===== config.mk =====
export PLATFORM = sky130hd
export DESIGN_NAME = uart_receiver
export DESIGN_NICKNAME = d
export VERILOG_FILES = /design/src/rtl/uart_receiver.sv
export SDC_FILE = /design/constraint.sdc
export NUM_CORES = 1
export LEC_CHECK = 0
export ABC_AREA = 0
export CAP_MARGIN = 20
export CELL_PAD_IN_SITES_DETAIL_PLACEMENT = 0
export CELL_PAD_IN_SITES_GLOBAL_PLACEMENT = 1
export CORE_AREA = 3 3 65 67
export CTS_BUF_LIST = sky130_fd_sc_hd__clkbuf_4 sky130_fd_sc_hd__clkbuf_8 sky130_fd_sc_hd__clkbuf_16
export CTS_CLUSTER_DIAMETER = 40
export DETAILED_ROUTE_END_ITERATION = 8
export DIE_AREA = 0 0 68 70
export HOLD_SLACK_MARGIN = 0.15
export PLACE_DENSITY_LB_ADDON = 0.05
export SLEW_MARGIN = 10
export SYNTH_ARGS = -nofsm -noshare
export SYNTH_HDL_FRONTEND = slang
export SYNTH_SLANG_ARGS = --single-unit

===== constraint.sdc =====
create_clock -name CLK -period 2.77 [get_ports CLK]
set_clock_uncertainty 0.15 [all_clocks]
set_input_delay 0.831 -clock CLK [delete_from_list [all_inputs] [get_ports CLK]]
set_output_delay 0.831 -clock CLK [all_outputs]
set_load 0.05 [all_outputs]

===== src/rtl/uart_receiver.sv =====
`default_nettype none
// ============================================================================
// Module   : uart_receiver
// Brief    : Frame receiver: start bit (0), DATA_WIDTH bits MSB first, stop bit
//            (1). Produces a valid pulse per word and a frame_err pulse.
//            Optional macro UART_RX_SYNC_EN adds a two-flop rx synchronizer.
// Revision : 1.0
// ============================================================================
module uart_receiver #(
    parameter int DATA_WIDTH   = 8,
    parameter int CLKS_PER_BIT = 1
) (
    input  logic                  CLK,
    input  logic                  RESET,
    input  logic                  rx,
    output logic [DATA_WIDTH-1:0] data,
    output logic                  valid,
    output logic                  frame_err,
    output logic                  busy
);

    localparam int c_BIT_W  = $clog2(DATA_WIDTH + 1);
    localparam int c_BAUD_W = $clog2(CLKS_PER_BIT + 1);
    localparam int c_HALF   = (CLKS_PER_BIT - 1) / 2;

    localparam logic [c_BAUD_W-1:0] c_BAUD_ONE  = c_BAUD_W'(1);
    localparam logic [c_BAUD_W-1:0] c_BAUD_LAST = c_BAUD_W'(CLKS_PER_BIT);
    localparam logic [c_BAUD_W-1:0] c_BAUD_HALF = c_BAUD_W'(c_HALF);
    localparam logic [c_BIT_W-1:0]  c_BIT_ONE   = c_BIT_W'(1);
    localparam logic [c_BIT_W-1:0]  c_BIT_LAST  = c_BIT_W'(DATA_WIDTH - 1);

    localparam logic [2:0] S_IDLE      = 3'd0;
    localparam logic [2:0] S_START     = 3'd1;
    localparam logic [2:0] S_DATA      = 3'd2;
    localparam logic [2:0] S_STOP      = 3'd3;
    localparam logic [2:0] S_WAIT_HIGH = 3'd4;

    logic                  w_rx;
    logic [2:0]            r_state;
    logic [2:0]            w_next;
    logic [c_BAUD_W-1:0]   r_baud;
    logic [c_BIT_W-1:0]    r_bit;
    logic [DATA_WIDTH-1:0] r_shift;
    logic                  w_baud_hit;
    logic                  w_half_hit;
    logic                  w_valid_set;
    logic                  w_ferr_set;

`ifdef UART_RX_SYNC_EN
    logic [1:0] r_sync;

    always_ff @(posedge CLK) begin
        if (RESET) begin
            r_sync <= 2'b11;
        end else begin
            r_sync <= {r_sync[0], rx};
        end
    end

    assign w_rx = r_sync[1];
`else
    assign w_rx = rx;
`endif

    // r_baud holds the 1-based offset of the current cycle within a bit period
    assign w_baud_hit = (r_baud == c_BAUD_LAST);
    assign w_half_hit = (r_baud == c_BAUD_HALF);

    always_ff @(posedge CLK) begin
        if (RESET) begin
            r_state <= S_IDLE;
        end else begin
            r_state <= w_next;
        end
    end

    always_comb begin
        w_next = r_state;
        case (r_state)
            S_IDLE: begin
                if (!w_rx) begin
                    w_next = (c_HALF == 0) ? S_DATA : S_START;
                end
            end
            S_START: begin
                if (w_half_hit) begin
                    w_next = w_rx ? S_IDLE : S_DATA;
                end
            end
            S_DATA: begin
                if (w_baud_hit && (r_bit == c_BIT_LAST)) begin
                    w_next = S_STOP;
                end
            end
            S_STOP: begin
                if (w_baud_hit) begin
                    w_next = w_rx ? S_IDLE : S_WAIT_HIGH;
                end
            end
            S_WAIT_HIGH: begin
                if (w_rx) begin
                    w_next = S_IDLE;
                end
            end
            default: w_next = S_IDLE;
        endcase
    end

    always_comb begin
        busy        = (r_state != S_IDLE);
        w_valid_set = (r_state == S_STOP) && w_baud_hit && w_rx;
        w_ferr_set  = (r_state == S_STOP) && w_baud_hit && !w_rx;
    end

    always_ff @(posedge CLK) begin
        if (RESET) begin
            data      <= '0;
            valid     <= 1'b0;
            frame_err <= 1'b0;
            r_shift   <= '0;
            r_baud    <= '0;
            r_bit     <= '0;
        end else begin
            valid     <= w_valid_set;
            frame_err <= w_ferr_set;
            if (w_valid_set) begin
                data <= r_shift;
            end
            case (r_state)
                S_IDLE: begin
                    r_baud <= c_BAUD_ONE;
                    r_bit  <= '0;
                end
                S_START: begin
                    r_baud <= w_half_hit ? c_BAUD_ONE : r_baud + c_BAUD_ONE;
                end
                S_DATA: begin
                    if (w_baud_hit) begin
                        r_shift <= DATA_WIDTH'({r_shift, w_rx});
                        r_baud  <= c_BAUD_ONE;
                        r_bit   <= r_bit + c_BIT_ONE;
                    end else begin
                        r_baud <= r_baud + c_BAUD_ONE;
                    end
                end
                S_STOP: begin
                    if (!w_baud_hit) begin
                        r_baud <= r_baud + c_BAUD_ONE;
                    end
                end
                default: ;
            endcase
        end
    end

endmodule
`default_nettype wire


### Word-level counts from Yosys, hierarchy flattened

Cells that the tools add are included.

* register bits: 26
* bits of input ports: 3
* output and inout bits: 11
* word-level logic and storage cells: 46

* add/sub/neg operators: 2
* eq/ne operators: 11
* muxes and demuxes: 13
* reductions and logical operators: 13

Operator list (count)
* $mux 3: 6
* $pmux 3 s5: 1
* $ne 2x2->1 const B: 6
* $pmux 4 s2: 1
* $eq 3x2->1 const B: 2
* $reduce_bool 3->1: 2
* $reduce_and 5->1: 1
* $add 4x1->4 const B: 1
* $eq 4x3->1 const B: 1
* $logic_and 1x1->1: 4
* $mux 4: 1
* $reduce_and 2->1: 2
* $eq 3x1->1 const B: 1
* $eq 3x3->1 const B: 1
* $logic_not 3->1: 1
* $pmux 1 s3: 1
* $mux 1: 2
* $mux 2: 1
* $reduce_bool 2->1: 1
* $reduce_or 2->1: 1
* $add 1x1->1 const B: 1
* $logic_not 1->1: 1

### Longest topological paths before layout

Gate-level depths: netlist of run 1.

* depth in word-level cells: 4
* gate-level depth with buffers: 5

### Worst setup path before layout of run 1

OpenSTA, ideal clock, no wires.

* path kind: flip-flop to output port
* from: register r_state[2]
* to: output port busy
* data arrival time: 1.064 ns
* path slack: 0.725 ns
* cell stages (with the launch flop): 3
* path buffers: 1
* cells stage by stage: dfxtp_1 buf_2 or3_1

* longest elaborated chain between the ends: 1

RTL lines
* from (decl): line 39 `logic [2:0] r_state;`
* from (signal assigned): line 73 `r_state <= w_next;`
* $reduce_bool 3->1: line 110 `busy = (r_state != S_IDLE);`
* to (decl): line 19 `output logic busy`

Every way passes these cells.

### Worst setup path in the final report of run 1

Same ends and word-level chain as after synthesis.

==> results of run 1 <==
-- final cells by class --
| class | instances | area [um^2] | share of cell area |
|---|---|---|---|
| Clock inverter | 1 | 30.0 | 0.0230 |
| Sequential cell | 26 | 520 | 0.398 |
| Tap cell | 48 | 60.1 | 0.0460 |
| Timing Repair Buffer | 15 | 143 | 0.109 |
| Clock buffer | 3 | 41.3 | 0.0316 |
| Multi-Input combinational cell | 86 | 497 | 0.380 |
| Inverter | 4 | 15.0 | 0.0115 |
-- cells in the mapped netlist (all sizes together), types with 2 or more instances --
library cell / count
nand4b: 2
inv: 4
clkbuf: 5
o21ai: 10
dfxtp: 26
nand3: 11
a21oi: 22
nor2: 2
buf: 7
nand2b: 3
or3: 3
nor3: 3
nand2: 17
-- metal layers --
metal	wire, um	global-route usage
met4	38	0.0464
met3	71	0.0193
met5	0	0
met1	1310	0.167
met2	963	0.136
-- state kept, by name, indices dropped and copies added, names as in the netlist --
register   flops
r_state        3
frame_err      1
r_shift        8
valid          1
r_bit          4
data           8
r_baud         1
-- per-stage QoR --
| step | hold slack [ps] | std cells | instance area (um^2) | power, mW | utilization |
|---|---|---|---|---|---|
| finish | 318 | 183 | 1310 | 0.737 | 0.354 |
| global route | 344 | 183 | 1310 | 0.770 | 0.354 |
| CTS | 320 | 183 | 1310 | 0.749 | 0.354 |
| detailed placement | 305 | 179 | 1230 | 0.433 | 0.335 |
| global placement | 304 | 179 | 1230 | 0.432 | 0.335 |
| floorplan | 287 | 128 | 1090 | 0.421 | - |
-- power by group through the flow --
| stage | Clock (mW) | Sequential [mW] | Combinational [mW] |
|---|---|---|---|
| 4_1_cts | 0.325 | 0.383 | 0.0407 |
| 3_5_place_dp | 0 | 0.392 | 0.0406 |
| 2_1_floorplan | 0 | 0.387 | 0.0338 |
| 3_3_place_gp | 0 | 0.392 | 0.0402 |
| 6_report | 0.313 | 0.383 | 0.0403 |
| 5_1_grt | 0.341 | 0.384 | 0.0449 |
-- cells by family after synthesis --
family / Yosys count / share of synthesized area
fa+ha+maj: 1 / 0.0115
xor+xnor: 1 / 0.00802
flops: 26 / 0.477
simple gates: 46 / 0.238
buf+inv: 16 / 0.0687
compound gates: 38 / 0.197
-- cells in the final DEF, fill, tap and decap left out, drive strengths merged --
cell,count
ha,1
a31oi,1
inv,4
o21a,1
o221a,1
xor2,1
and4b,1
nand3,11
nand2b,3
nand2,17
nand4b,2
nand4bb,1
buf,3
or3,3
clkbuf,3
a21bo,1
nor2,2
nor3,3
o21ai,10
dfxtp,26
and3,1
clkdlybuf4s50,12
nand3b,1
bufinv,1
a221oi,1
o41a,1
a21oi,22
and4bb,1
-- worst register-to-register path: stages (launching register included) --
cell and delay, ps:
dfxtp_1 540, nand4b_1 420, o21ai_0 300, a21oi_1 90
-- worst paths after layout --
kind / cells past startpoint / startpoint / to / slack [ps]
setup / recovery: 2 / r_state[2]$_SDFFE_PP0P_ / busy / 380
hold / removal: 2 / r_shift[7]$_SDFFE_PP0P_ / r_shift[7]$_SDFFE_PP0P_ / 320
setup reg to reg: 3 / r_state[1]$_SDFFE_PP0P_ / data[1]$_SDFFE_PP0P_ / 1170
hold reg to reg: 2 / r_shift[7]$_SDFFE_PP0P_ / r_shift[7]$_SDFFE_PP0P_ / 320
==> summary.txt, run 1 <==
Outcome: finished clean
CP delay by family, top: simple AND/OR/NAND/NOR gates
Flop pwr share: 0.520
Number of port buffers: 13
Post-Place Setup Slack: 568 ps
Crit-path cells: or3_1, buf_4
# setup viols final: 0
TritonCTS clock tree: built
ANT nets after route: 0
Gate Count Post-Synth: 128
Root buf cell: clkbuf_8
Initial Util: 0.296
Yosys reg bits: 26
# hold bufs at CTS: 0
Post_cts resized: 0
Vias in the first global route: 771
H-tree depth: 1
TNS Setup: 0 ps
Wire per inst: 13.0 um
Number of diodes: 0
Syn_area_per_cell: 8.53 um^2
Net count, final: 140
Critical path startpoint category: flip-flop
Max-slew violation count: 0
Yosys top cell area share: 0.477
Pleak: 0.423 nW
Remaining DRCs: 0
Hold Fails Final Rpt: 0
Global-route wire length before repair: 3.85 mm
Fmax: 418 MHz
Worst path slowest cell: or3_1
WP data required: 1790 ps
Clk sink count: 26
Worst min-delay path category: flip-flop to flip-flop
Arr. time, crit path: 1410 ps
Crit Path Max Fanout: 12
Die height: 70 um
Least-Margin Pin Slew: 496 ps
GPL Wtd Cong: 0.710
Crit Path Category: flip-flop to output port
Gr usage total: 0.106
Setup crit end kind: output port
Synth area leader: dfxtp_1
Maximum number of pins on one net before global-route repair: 20
RSZ-0062 raised after global routing: no
Clk network pwr share: 0.425
Final Routed Wirelength: 2.39 mm
Sw Share: 0.207
CP max stage delay: 490 ps
Initial DRC Count: 45
CTS buffer count: 3
Die Area: 4760 um^2
Ys flop type: dfxtp_1
Chip width: 68 um
Clock slew at reported path FFs: 90 ps
Via count: 894
Post-CTS Setup Bufs: 0
Net Count, Synth: 132
Cell Pwr Density: 564 nW/um^2
FILL cells: 397
Row count: 22
Detail Placement HPWL: 1.65 mm
Ports: 14
Clk_lat worst skew: 270 ps
Max clock buf depth: 2
Post-synth EDFFs: 0
Worst vdd ir: 150 uV
Fraction of layout cells with a size suffix above 1: 0.0815
Combinational share of power: 0.055
Worst setup margin: 375 ps
First-pass iteration count of the detailed router: 4
Initial antenna violation count: 0
Bufs and invs on worst path: 1
Layout area overhead: 19.6%
Final period util: 0.865
Sw Pwr: 153 uW
Post-synth ARST share: 0
Fin crit period: 2390 ps
YS warnings: 0
Rel. slew slack: 0.668
Seq/Total Area, Yosys: 0.477
Synth area leaders: dfxtp_1 (48%), a21oi_1 (10%), nand2_1 (5.8%)
Synth cell types: 27
Cell Int Power: 584 uW
Area of the core: 3690 um^2
Max_cap viols: 0
Mapped Area: 1090 um^2
Grt total ovfl: 0
Via/cell ratio: 4.89
No activity file was read; power rests on OpenSTA's default activity.
==> run 2: changes to the inputs <==
CORE_AREA = 4 4 66 68   (was 3 3 65 67)
DIE_AREA = 0 0 70 72   (was 0 0 68 70)
==> run 2 against run 1 <==
Effect of this change: via count grew 2.0%; final area decreased by 1.1%; worst hold slack about the same; clock-buffer cell count increased by 1; total power down 9.5%; first-iteration DRC count up 6.7%; global-route usage shrank 0.36 points; combinational power about the same; critical path depth fell by 1; fmax is essentially flat; clock power is 22% lower; largest power group unchanged; highest routed layer unchanged.
==> summary.txt, run 2 (synthesis gave the netlist of run 1 again) <==
Outcome: finished clean
Commonest cells after routing, fill and taps aside: dfxtp_1 (26), a21oi_1 (22), nand2_1 (17)
Row count: 23 (+4.5%)
Max clock buf depth: 2 (unchanged)
Final period util: 0.865 (about the same)
Final Routed Wirelength: 2.47 mm (+3.6%)
Post-Place Setup Slack: 491 ps (-76.8 ps)
Chip width: 70 um (+2.9%)
TritonCTS clock tree: built
Biggest regs: data: 8 flops, r_shift: 8 flops, r_bit: 4 flops
WP depth: 1 (-1)
Worst setup path start: data[4]$_SDFFE_PP0P_
Net count, final: 140 (unchanged)
First-pass iteration count of the detailed router: 4 (unchanged)
Setup crit end kind: output port
Fraction of layout cells with a size suffix above 1: 0.0815 (unchanged)
Area of the core: 3860 um^2 (+4.5%)
Layout area overhead: 18.3%
Arr. time, crit path: 1420 ps (about the same)
Initial Util: 0.283 (-0.0129)
Global-route wire length before repair: 4.05 mm (+5.2%)
Maximum number of pins on one net before global-route repair: 16 (-20%)
Die Area: 5040 um^2 (+5.9%)
Crit-path cells: clkdlybuf4s50_1
H-tree depth: 1 (unchanged)
Post_cts resized: 0 (unchanged)
Hold Fails Final Rpt: 0 (unchanged)
Reg2reg start: r_state[1]$_SDFFE_PP0P_
Max-slew violation count: 0 (unchanged)
Clk sink count: 26 (unchanged)
Cell Pwr Density: 516 nW/um^2 (-8.5%)
Reg2reg path depth: 3 (unchanged)
# hold bufs at CTS: 0 (unchanged)
Pleak: 0.416 nW (-1.6%)
Number of diodes: 0 (unchanged)
Crit Path Max Fanout: 2 (-10)
Worst R2R Setup Slack: 1170 ps (about the same)
Worst setup margin: 374 ps (-1.16 ps)
GPL Wtd Cong: 0.698 (-1.6%)
WP data required: 1790 ps (about the same)
Bufs and invs on worst path: 1 (unchanged)
Initial antenna violation count: 0 (unchanged)
Die height: 72 um (+2.9%)
Initial DRC Count: 48 (+6.7%)
Wire per inst: 13.4 um (+2.4%)
Max_cap viols: 0 (unchanged)
TNS Setup: 0 ps (unchanged)
Least-Margin Pin Slew: 550 ps (+53.8 ps)
Critical path startpoint category: flip-flop
Leading cell type in the layout, fill and taps excluded: dfxtp_1
Ports: 14 (unchanged)
Clock slew at reported path FFs: 90 ps (about the same)
Clk_lat worst skew: 270 ps (about the same)
Rel. slew slack: 0.632 (-0.0360)
Detail Placement HPWL: 1.73 mm (+4.8%)
CTS buffer count: 3 (unchanged)
CP delay by family, top: buffers and inverters
Grt total ovfl: 0 (unchanged)
Core Util, Final: 0.335 (-0.0190)
Fin crit period: 2400 ps (+1.16 ps)
CP max stage delay: 800 ps (+310 ps)
# setup viols final: 0 (unchanged)
Number of port buffers: 13 (unchanged)
Reg-to-reg endpoint: data[0]$_SDFFE_PP0P_
Critical Path Sink: data[4]
Root buf cell: clkbuf_8
Post-CTS Setup Bufs: 0 (unchanged)
Via count: 912 (+2.0%)
Via/cell ratio: 4.93 (+0.91%)
Worst min-delay path category: flip-flop to flip-flop
Remaining DRCs: 0 (unchanged)
Worst vdd ir: 188 uV (+25%)
RSZ-0062 raised after global routing: no
Worst path slowest cell: clkdlybuf4s50_1
Gr usage total: 0.103 (-0.00356)
Fmax: 417 MHz (about the same)
Vias in the first global route: 822 (+6.6%)
Crit Path Category: flip-flop to output port
ANT nets after route: 0 (unchanged)
## run 2: cell type report
type	instances	area [um^2]
fill	437	2560
sequential	26	520
multi-input combinational	86	497
timing repair buffer	15	143
tap	50	62.6
clock buffer	4	55.1
inverter	4	15.0
## run 2: metal layers
metal / GRT usage / vias up / wire, um
met1: 0.130 / 435 / 1110
li1: - / 460 / -
met5: 0 / - / 0
met4: 0.0447 / 0 / 48
met3: 0.0222 / 5 / 70
met2: 0.170 / 12 / 1240
## run 2: worst min-delay path by stage
| stage | endpoint | cells after the start | from |
|---|---|---|---|
| after floorplan | r_shift[7]$_SDFFE_PP0P_ | 2 | r_shift[7]$_SDFFE_PP0P_ |
| after global placement | r_shift[7]$_SDFFE_PP0P_ | 2 | r_shift[7]$_SDFFE_PP0P_ |
| after detailed placement | r_shift[7]$_SDFFE_PP0P_ | 2 | r_shift[7]$_SDFFE_PP0P_ |
| after CTS | r_shift[7]$_SDFFE_PP0P_ | 2 | r_shift[7]$_SDFFE_PP0P_ |
| after global routing | r_shift[7]$_SDFFE_PP0P_ | 2 | r_shift[7]$_SDFFE_PP0P_ |
| final | r_shift[7]$_SDFFE_PP0P_ | 2 | r_shift[7]$_SDFFE_PP0P_ |
## run 2: power breakdown
part | switching (mW) | leakage [nW] | total, mW | internal [mW]
sequential | 0.00640 | 0.210 | 0.383 | 0.377
combinational | 0.0258 | 0.177 | 0.0400 | 0.0143
clock | 0.117 | 0.0288 | 0.244 | 0.127
## run 2: per-stage QoR
stage          total power [mW]  std cells  instance area, um^2  hold WS, ps
2_1_floorplan             0.421        128                 1090          287
3_3_place_gp              0.433        181                 1240          310
3_5_place_dp              0.433        181                 1240          310
4_1_cts                   0.680        185                 1290          323
5_1_grt                   0.702        185                 1290          354
6_report                  0.667        185                 1290          318
==> run 3: changes to the inputs <==
clock period = 2.8 ns   (was 2.77 ns; I/O delays follow)
==> run 3 against run 2 <==
Effect of this change: total power fell by 6.0%; final area rose by 0.77%; sequential power fell by 2%; final cell count rose by 1.1%.
==> summary.txt, run 3 (synthesis gave the netlist of run 1 again) <==
Fmax: 398 MHz
Leading cell type in the layout, fill and taps excluded: dfxtp_1
Cell Int Power: 485 uW (-6.4%)
Chip width: 70 um (unchanged)
Clk_lat worst skew: 260 ps (about the same)
Fraction of layout cells with a size suffix above 1: 0.0876 (+0.00611)
Flop pwr share: 0.601 (+0.026)
Hold Fails Final Rpt: 0 (unchanged)
Least-Margin Pin Slew: 619 ps (+68.9 ps)
TritonCTS clock tree: built
Rel. slew slack: 0.586 (-0.0461)
TNS Setup: 0 ps (unchanged)
Clk network pwr share: 0.328 (-0.037)
Final period util: 0.898
Via/cell ratio: 4.74 (-3.8%)
Layout area overhead: 19.2%
Final Routed Wirelength: 2.48 mm (+0.24%)
Detail Placement HPWL: 1.72 mm (-0.93%)
CTS buffer count: 3 (unchanged)
Critical path startpoint category: flip-flop
Hold depth: 2 (unchanged)
Sw Share: 0.226 (+0.00315)
Pleak: 0.426 nW (+2.2%)
Post_cts resized: 1 (+1)
Worst R2R Setup Slack: 1240 ps (+70 ps)
DP Cell Count: 184 (+1.7%)
Placed Area: 1260 um^2 (+2.0%)
Vias in the first global route: 832 (+1.2%)
Final instance area: 1300 um^2 (+0.77%)
Biggest regs: data: 8 flops, r_shift: 8 flops, r_bit: 4 flops
Wire per inst: 13.2 um (-0.83%)
Max_cap viols: 0 (unchanged)
Crit Path Max Fanout: 10 (+8)
GPL Wtd Cong: 0.694 (-0.59%)
Reg2reg path depth: 4 (+1)
ANT nets after route: 0 (unchanged)
Setup crit end kind: output port
Hold slack: 311 ps (-7.38 ps)
Post-CTS Setup Bufs: 0 (unchanged)
Ports: 14 (unchanged)
Max-slew violation count: 0 (unchanged)
# setup viols final: 0 (unchanged)
Remaining DRCs: 0 (unchanged)
Reg2reg start: r_state[2]$_SDFFE_PP0P_
Initial DRC Count: 86 (+79%)
Clk sink count: 26 (unchanged)
Non-filler cells, final: 187 (+1.1%)
Die Area: 5040 um^2 (unchanged)
Cell Pwr Density: 481 nW/um^2 (-6.7%)
Outcome: finished clean
Row count: 23 (unchanged)
Clock slew at reported path FFs: 80 ps (about the same)
Via count: 887 (-2.7%)
Global-route wire length before repair: 4.06 mm (+0.17%)
Grt total ovfl: 0 (unchanged)
WP data required: 1810 ps (+20 ps)
Crit Path Category: flip-flop to output port
Commonest cells after routing, fill and taps aside: dfxtp_1 (26), a21oi_1 (22), nand2_1 (17)
Combinational share of power: 0.071 (+0.011)
Maximum number of pins on one net before global-route repair: 16 (unchanged)
RSZ-0062 raised after global routing: no
Hold Crit Endpoint: r_shift[7]$_SDFFE_PP0P_
# hold bufs at CTS: 0 (unchanged)
Worst min-delay path category: flip-flop to flip-flop
Number of diodes: 0 (unchanged)
Area of the core: 3860 um^2 (unchanged)
Root buf cell: clkbuf_8
Die height: 72 um (unchanged)
Initial antenna violation count: 0 (unchanged)
Sw Pwr: 142 uW (-4.7%)
Initial Util: 0.283 (unchanged)
Fin crit period: 2520 ps
Max clock buf depth: 2 (unchanged)
Net count, final: 143 (+2.1%)
Reg-to-reg endpoint: r_bit[3]$_SDFFE_PP0P_
H-tree depth: 1 (unchanged)
Worst vdd ir: 180 uV (-4.2%)
Tot Pwr: 627 uW (-6.0%)
Arr. time, crit path: 1530 ps (+110 ps)
First-pass iteration count of the detailed router: 4 (unchanged)
Gr usage total: 0.103 (+0.000495)
Number of port buffers: 13 (unchanged)
Hold_sp: r_shift[7]$_SDFFE_PP0P_
[run 3: final cells by class]
cell class,count,area [um^2]
fill,437,2550
sequential,26,520
multi-input combinational,86,497
timing repair buffer,18,166
tap,50,62.6
clock buffer,3,41.3
inverter,4,15.0
[run 3: power by group through the flow]
stage | logic [mW] | clock network (mW) | registers (mW)
6_report | 0.0448 | 0.205 | 0.377
3_3_place_gp | 0.0458 | 0 | 0.385
2_1_floorplan | 0.0335 | 0 | 0.383
3_5_place_dp | 0.0461 | 0 | 0.385
5_1_grt | 0.0496 | 0.235 | 0.377
4_1_cts | 0.0455 | 0.219 | 0.377
[run 3: metrics by stage]
step / util / worst slack, ps
after floorplan: - / 746
after global placement: 0.327 / 316
after detailed placement: 0.327 / 297
after CTS: 0.338 / 273
after global routing: 0.338 / 205
final: 0.338 / 285
[run 3: worst max path at each step]
stage                            startpoint   end  slack (ps)  cells after the start
floorplan           r_state[2]$_SDFFE_PP0P_  busy         750                      2
global placement    r_state[0]$_SDFFE_PP0P_  busy         320                      2
detailed placement  r_state[0]$_SDFFE_PP0P_  busy         300                      2
CTS                 r_state[0]$_SDFFE_PP0P_  busy         270                      2
global route        r_state[0]$_SDFFE_PP0P_  busy         200                      2
finish              r_state[0]$_SDFFE_PP0P_  busy         280                      2
[run 3: critical path, cell delays in order, from the launching register on]
cell and delay (ps):
dfxtp_1 480, or3_1 230, dlygate4sd2_1 550
[run 3: routing by layer]
layer | vias up | global-route usage | part of all wire
met5 | - | 0 | 0
met4 | 0 | 0.0383 | 0.014
met3 | 4 | 0.0249 | 0.026
met2 | 10 | 0.173 | 0.50
met1 | 407 | 0.129 | 0.46
li1 | 466 | - | -
